[config.mk]
export PLATFORM = sky130hd
export DESIGN_NAME = sync_flywheel
export DESIGN_NICKNAME = d
export VERILOG_FILES = /design/src/rtl/sync_flywheel.sv
export SDC_FILE = /design/constraint.sdc
export NUM_CORES = 1
export LEC_CHECK = 0
export ABC_CLOCK_PERIOD_IN_PS = 5950
export CAP_MARGIN = 15
export CORE_ASPECT_RATIO = 0.75
export CORE_UTILIZATION = 49
export CTS_BUF_LIST = sky130_fd_sc_hd__clkbuf_4 sky130_fd_sc_hd__clkbuf_8
export CTS_CLUSTER_DIAMETER = 40
export CTS_CLUSTER_SIZE = 40
export DETAILED_ROUTE_END_ITERATION = 7
export PLACE_DENSITY_LB_ADDON = 0.12
export SLEW_MARGIN = 0
export SYNTH_ARGS = -nofsm -noshare
export SYNTH_HDL_FRONTEND = slang
export SYNTH_SLANG_ARGS = --single-unit
[constraint.sdc]
create_clock -name clk -period 5.95 [get_ports clk]
set_clock_uncertainty 0.05 [all_clocks]
set_input_delay 1.19 -clock clk [delete_from_list [all_inputs] [get_ports clk]]
set_output_delay 1.19 -clock clk [all_outputs]
set_load 0.05 [all_outputs]
[src/rtl/sync_flywheel.sv]
// Flywheel sync regenerator: locks to the period of an external sync signal and
// bridges missing edges with synthetic pulses while locked.
//
// state   | meaning
// IDLE    | no signal, or waiting for the first edge
// ACQUIRE | measuring periods until LOCK_COUNT consistent ones are seen
// LOCKED  | reference frozen, pulses regenerated, missing edges synthesized
module sync_flywheel #(
    parameter int WIDTH      = 32,
    parameter int PERIOD_TOL = 2,
    parameter int LOCK_COUNT = 4,
    parameter int MISS_LIMIT = 3
) (
    input  logic             clk,
    input  logic             rst,
    input  logic             signal,
    input  logic             signal_exitence,
    output logic             sync_pulse,
    output logic             synth_flag,
    output logic             locked,
    output logic [WIDTH-1:0] period
);

    localparam int MCW    = (LOCK_COUNT > 1) ? $clog2(LOCK_COUNT + 1) : 1;
    localparam int MSW    = (MISS_LIMIT > 0) ? $clog2(MISS_LIMIT + 1) : 1;
    localparam int LOCK_M = (LOCK_COUNT > 1) ? LOCK_COUNT - 2 : 0;

    localparam logic [WIDTH:0]   TOL_X = (WIDTH + 1)'(PERIOD_TOL);
    localparam logic [WIDTH-1:0] TOL_W = WIDTH'(PERIOD_TOL);

    typedef enum logic [1:0] {
        IDLE    = 2'd0,
        ACQUIRE = 2'd1,
        LOCKED  = 2'd2
    } state_t;

    state_t           state, state_next;
    logic             sync_1, sync_2;
    logic             edge_det;
    logic [WIDTH-1:0] phase_cnt, phase_next;
    logic [WIDTH-1:0] ref_period, ref_next;
    logic             ref_valid, ref_valid_next;
    logic [MCW-1:0]   match_cnt, match_next;
    logic [MSW-1:0]   miss_cnt, miss_next;
    logic             pulse_next, synth_next;

    logic [WIDTH:0]   meas_x, ref_x, lo_x, hi_x;
    logic [WIDTH-1:0] meas_sat;
    logic             in_tol;

    assign edge_det = sync_1 & ~sync_2;

    // Extra bit keeps the tolerance window from wrapping at either end.
    assign meas_x   = {1'b0, phase_cnt} + (WIDTH + 1)'(1);
    assign meas_sat = meas_x[WIDTH] ? '1 : meas_x[WIDTH-1:0];
    assign ref_x    = {1'b0, ref_period};
    assign lo_x     = (ref_x >= TOL_X) ? ref_x - TOL_X : '0;
    assign hi_x     = ref_x + TOL_X;
    assign in_tol   = (meas_x >= lo_x) && (meas_x <= hi_x);

    always_comb begin
        state_next     = state;
        ref_next       = ref_period;
        ref_valid_next = ref_valid;
        match_next     = match_cnt;
        miss_next      = miss_cnt;
        pulse_next     = 1'b0;
        synth_next     = 1'b0;
        if (edge_det)
            phase_next = '0;
        else if (&phase_cnt)
            phase_next = phase_cnt;
        else
            phase_next = phase_cnt + WIDTH'(1);

        if (!signal_exitence) begin
            state_next = IDLE;
        end else begin
            case (state)
                IDLE: begin
                    if (edge_det) begin
                        state_next     = ACQUIRE;
                        ref_valid_next = 1'b0;
                        match_next     = '0;
                    end
                end
                ACQUIRE: begin
                    if (edge_det) begin
                        if (!ref_valid) begin
                            ref_next       = meas_sat;
                            ref_valid_next = 1'b1;
                            match_next     = '0;
                        end else if (in_tol) begin
                            if (match_cnt == MCW'(LOCK_M)) begin
                                state_next = LOCKED;
                                miss_next  = '0;
                            end else begin
                                match_next = match_cnt + MCW'(1);
                            end
                        end else begin
                            ref_next   = meas_sat;
                            match_next = '0;
                        end
                    end
                end
                LOCKED: begin
                    if (edge_det) begin
                        if (meas_x < lo_x) begin
                            state_next     = ACQUIRE;
                            ref_next       = meas_sat;
                            ref_valid_next = 1'b1;
                            match_next     = '0;
                        end else begin
                            pulse_next = 1'b1;
                            miss_next  = '0;
                        end
                    end else if (meas_x == hi_x) begin
                        // Edge overdue: synthesize one, or give up after MISS_LIMIT.
                        if (miss_cnt == MSW'(MISS_LIMIT)) begin
                            state_next = IDLE;
                        end else begin
                            pulse_next = 1'b1;
                            synth_next = 1'b1;
                            phase_next = TOL_W;
                            miss_next  = miss_cnt + MSW'(1);
                        end
                    end
                end
                default: state_next = IDLE;
            endcase
        end
    end

    always_ff @(posedge clk) begin
        if (rst) begin
            state      <= IDLE;
            sync_1     <= 1'b0;
            sync_2     <= 1'b0;
            phase_cnt  <= '0;
            ref_period <= '0;
            ref_valid  <= 1'b0;
            match_cnt  <= '0;
            miss_cnt   <= '0;
            sync_pulse <= 1'b0;
            synth_flag <= 1'b0;
            locked     <= 1'b0;
            period     <= '0;
        end else begin
            state      <= state_next;
            sync_1     <= signal;
            sync_2     <= sync_1;
            phase_cnt  <= phase_next;
            ref_period <= ref_next;
            ref_valid  <= ref_valid_next;
            match_cnt  <= match_next;
            miss_cnt   <= miss_next;
            sync_pulse <= pulse_next;
            synth_flag <= synth_next;
            locked     <= (state == LOCKED);
            period     <= (state == LOCKED) ? ref_period : '0;
        end
    end

endmodule

; ---- Word-level counts from Yosys, hierarchy flattened
; Index checks and enable logic that the tools add are counted.
[classes]
eq_ne = 19
shift = 0
muxes = 51
mul = 0
n_lt_le_gt_ge = 4
n_reduce_logical = 14
n_div = 0
addsub = 6
bitwise = 4
[ops]
columns = cell, count
row1 = $mux W32, 13
row2 = $pmux W32 S2, 1
row3 = $mux W2, 17
row4 = $add A32 B1 Y33 const B, 1
row5 = $add A32 B2 Y33 const B, 1
row6 = $eq A33 B33 Y1, 1
row7 = $ge A33 B33 Y1, 1
row8 = $le A33 B33 Y1, 1
row9 = $lt A33 B33 Y1, 1
row10 = $mux W33, 1
row11 = $sub A32 B2 Y33 const B, 1
row12 = $add A32 B1 Y32 const B, 1
row13 = $ge A32 B2 Y1 const B, 1
row14 = $reduce_and A32 Y1, 1
row15 = $mux W3, 7
row16 = $ne A3 B3 Y1 const B, 6
row17 = $ne A2 B2 Y1 const B, 7
row18 = $reduce_and A6 Y1, 2
row19 = $pmux W3 S3, 1
row20 = $reduce_and A9 Y1, 1
row21 = $mux W1, 8
row22 = $reduce_and A8 Y1, 1
row23 = $reduce_and A7 Y1, 1
row24 = $pmux W2 S3, 1
row25 = 17 further kinds, 21
[totals]
output_inout_bits = 35
latch_bits = 0
word_cells = 110
mem_bits_ro = 0
ramBits = 0
regBits = 109
mem_count = 0

; ---- Depth between registers and ports, before layout
[depth]
ltp_word = 8
mapped_depth = 22

; ---- Worst setup path before layout
; Ideal clock, no wire load.
[synth_timing]
kind = reg2reg
start = register ref_period[1]
end = register ref_period[9]
synth_period_minus_slack_ns = 4.333
t_required_ns = 5.819
path_stages_with_launch = 23
setup_time_ns = 0.081
arrival_time_ns = 4.202
path_buffers = 3
slack_ns = 1.617
path_cell_list = dfxtp_1 -> inv_1 -> ha_1 -> nor3b_2 -> nand2_1 -> or4_4 -> nor2_4 -> nand3_2 -> nor2_1 -> nand2_2 -> buf_6 -> o21ai_0 -> ha_1 -> a21oi_1 -> o21ai_1 -> a221oi_2 -> o211ai_1 -> o311ai_1 -> o211a_1 -> buf_6 -> buf_4 -> nor2_1 -> a211oi_2
[synth_between]
elab_chain_cells = 6
[synth_lines]
columns = element, line_no
row1 = start: declaration, 41  ; logic [WIDTH-1:0] ref_period, ref_next;
row2 = start signal: assignment, 153  ; ref_period <= ref_next;
row3 = $sub A32 B2 Y33 or $ge A32 B2 Y1 (tied branches), 57  ; assign lo_x = (ref_x >= TOL_X) ? ref_x - TOL_X : '0;
row4 = $mux W33, 57
row5 = $ge A33 B33 Y1, 59  ; assign in_tol = (meas_x >= lo_x) && (meas_x <= hi_x);
row6 = $logic_and A1 B1 Y1, 59
row7 = $ne A3 B3 Y1 (no line), n/a
row8 = $reduce_and A6 Y1 (no line) (*), n/a
; Every way passes the cells marked *; elsewhere a longest branch is shown, timed or not.
; A chain may end at the register's enable or synchronous reset.

; ---- Worst setup path in the final report
[layout_timing]
start = register ref_period[1]
end = register ref_period[16]
; Same word-level chain as after synthesis.

==> flow_summary.ini <==
[outcome]
outcome = completed

[die]
fp-row-count = 38
dieWidth_microns = 143
core_area_sq_um = 14500
dieHeight_microns = 108
io_pins = 39
floorplan.initialDensity = 0.504
die-area_sq_um = 15400

[sta]
fmax_mhz = 188
hold_viol = 0
finalSetupTns_ns = 0
maxSlewHeadroom = 0.557
setup_violations = 0
slew_violations = 0
min_period_ns = 5.32
rsz0062_at_grt = no
finalCritPeriodShare = 0.895
worst_pin_slew_ns = 0.665

[power_and_ir_drop]
powerDensity_nw_per_um2 = 215
irDropWorstVdd_mv = 0.154
p_leak_uw = 0.00311

[clock_tree]
numCtsBuffers = 9
h-tree-depth = 3
cts_sinks = 109
root_buffer = clkbuf_8
clk_pin_slew_ns = 0.10
clock_latency_ns = 0.38
ctsHoldBuffers = 0
cts_setup_buffers = 0
cts_tree = done
clock_path_buffers = 2
cts_resized = 0

[global_routing]
grt_pass1_vias = 5755
grt_overflow_total = 0
grt_usage = 0.240
grt_max_degree = 35
grt_antenna_before_repair = 0
grt_pass1_wl_mm = 28.8

[synth]
synthDistinctLibCells = 66
synth_area_sq_um = 7310
synthArstFlopShare = 0
synth-edff-count = 0
synthTopCellsByArea = dfxtp_1, ha_1, nor2_1
synthCells = 864
synth_flop_cell = dfxtp_1
ys_warn_count = 0
synth.avg_cell_area_sq_um = 8.46
syn-num-nets = 945
yosys.area.top_type = dfxtp_1
yosysSeqAreaShare = 0.299
synth-seq-cells = 109
yosysTopAreaCellShare = 0.299

[placed_design]
dp.cells = 1056
io_buffers = 38
place_congestion = 0.894
dp_hpwl_mm = 13.3
place_area_sq_um = 7690

[worst_setup_path]
r2r_end = ref_period[16]
crit_required_ns = 6.21
critPathArrivalTime_ns = 5.58
regToRegSetupSlack_ns = 0.63
end_kind = flip-flop
start_kind = flip-flop
reg2reg_depth = 20
r2r-start = ref_period[1]
criticalPathCategory = flip-flop to flip-flop
cp_max_fo = 34

[flow_run]
cap_violations = 0

[detailed_routing]
ant_nets = 0
dr.pass1.iters = 5
drtIter0Drc = 472
viasPerCell = 5.65
via_count = 6061
wire_per_inst_microns = 16.3
post-route-drc-count = 0
postRouteWirelength_mm = 17.5

[min_path]
hp-start = sync_1
worstHoldPathCells = 1
hold_end = sync_2
hold_path.class = flip-flop to flip-flop

[finish]
area_growth_pct = 8.24
diodes = 0
final_area_sq_um = 7910
layout-drive-gt1-share = 0.0906
fin_nets = 949
final_cells = 1072
## final cells by class
class | instances | area, sq um
Timing Repair Buffer | 46 | 443
Tap cell | 200 | 250
Sequential cell | 109 | 2180
Fill cell | 1352 | 6590
Clock inverter | 3 | 45.0
Clock buffer | 12 | 159
Multi-Input combinational cell | 682 | 4750
Inverter | 20 | 75.1
## worst max-delay path, stage by stage, from the launching register on
cell and delay (ns):
dfxtp_1 0.38, inv_1 0.18, ha_1 0.20, nor3b_2 0.22, nand2_1 0.13, or4_4 0.46, nor2_4 0.16, nand3_2 0.16
nor2_1 0.26, nand2_2 0.39, nand4b_2 0.25, ha_1 0.28, nand4_1 0.14, nor3_1 0.10, a221oi_2 0.24, o211ai_1 0.25
o311ai_1 0.44, o211a_2 0.25, buf_4 0.39, nor2_1 0.10, a211oi_2 0.21
## worst max-delay path by stage
stage | startpoint | end | slack [ns] | depth (start not counted)
4_1_cts | ref_period[1] | ref_period[16] | 0.65 | 20
6_report | ref_period[1] | ref_period[16] | 0.63 | 20
5_1_grt | ref_period[1] | ref_period[5] | 0.15 | 20
3_3_place_gp | ref_period[1] | ref_period[16] | 0.89 | 20
3_5_place_dp | ref_period[1] | ref_period[16] | 0.67 | 20
2_1_floorplan | ref_period[1] | ref_period[9] | 1.62 | 22
## metrics by stage
step	total power, uW	utilization	hold WS [ns]	worst slack, ns
after floorplan	1170	-	0.403	1.62
after global placement	1230	0.530	0.417	0.890
after detailed placement	1250	0.530	0.426	0.667
after CTS	1710	0.544	0.435	0.646
after global routing	1810	0.545	0.464	0.147
final	1700	0.545	0.435	0.627
## cell usage after synthesis, drive strengths merged (5+ instances only)
master / instances
nor2: 129
dfxtp: 109
nand2: 78
ha: 77
xnor2: 42
xor2: 42
a21oi: 36
and2: 35
nand3: 35
a211oi: 33
nand4: 28
nor3: 28
buf: 27
clkbuf: 26
inv: 19
and3: 14
o21ai: 13
nor4: 12
nor2b: 10
and4: 9
nand2b: 7
a21boi: 5
nor3b: 5
## report_power, final
part           switching, uW  internal, uW  leakage [uW]
clock network            241           220     0.0000981
logic                    292           182       0.00214
registers               23.9           739      0.000880
total                    557          1140       0.00311
## sequential cells by signal, indices dropped and copies added (netlist names), 2 cells and up
register,cells
match_cnt,3
ref_period,32
phase_cnt,32
state,2
period,32
miss_cnt,2
## metal layers
layer,GRT usage,vias up,wire length (microns)
met5,0,-,0
met4,0.0668,0,288
met3,0.0418,24,519
met2,0.392,109,7910
met1,0.323,2918,8760
li1,-,3010,-
## cell families after synthesis
kind of cell / count (synthesis) / synth area share
adders and majority gates: 77 / 0.132
muxes: 4 / 0.00548
DFF: 109 / 0.299
AOI/OAI and AO/OA: 118 / 0.133
buffers and inverters: 73 / 0.0510
and+or+nand+nor: 399 / 0.279
xor gates and xnor gates: 84 / 0.101
## placed cells by master (no fill, tap or decap), drive strengths merged, types with 3 or more instances in the layout
cell type	n
nor2	129
dfxtp	109
nand2	78
ha	77
xor2	42
xnor2	42
clkdlybuf4s50	37
a21oi	36
and2	35
nand3	35
a211oi	33
nor3	28
nand4	28
inv	19
and3	14
o21ai	13
clkbuf	12
nor4	12
nor2b	10
and4	9
buf	9
nand2b	7
a21boi	5
nor3b	5
mux2i	4
o21a	4
o31a	3
or3	3
a221oi	3
o31ai	3
(Power assumes the default switching activity.)
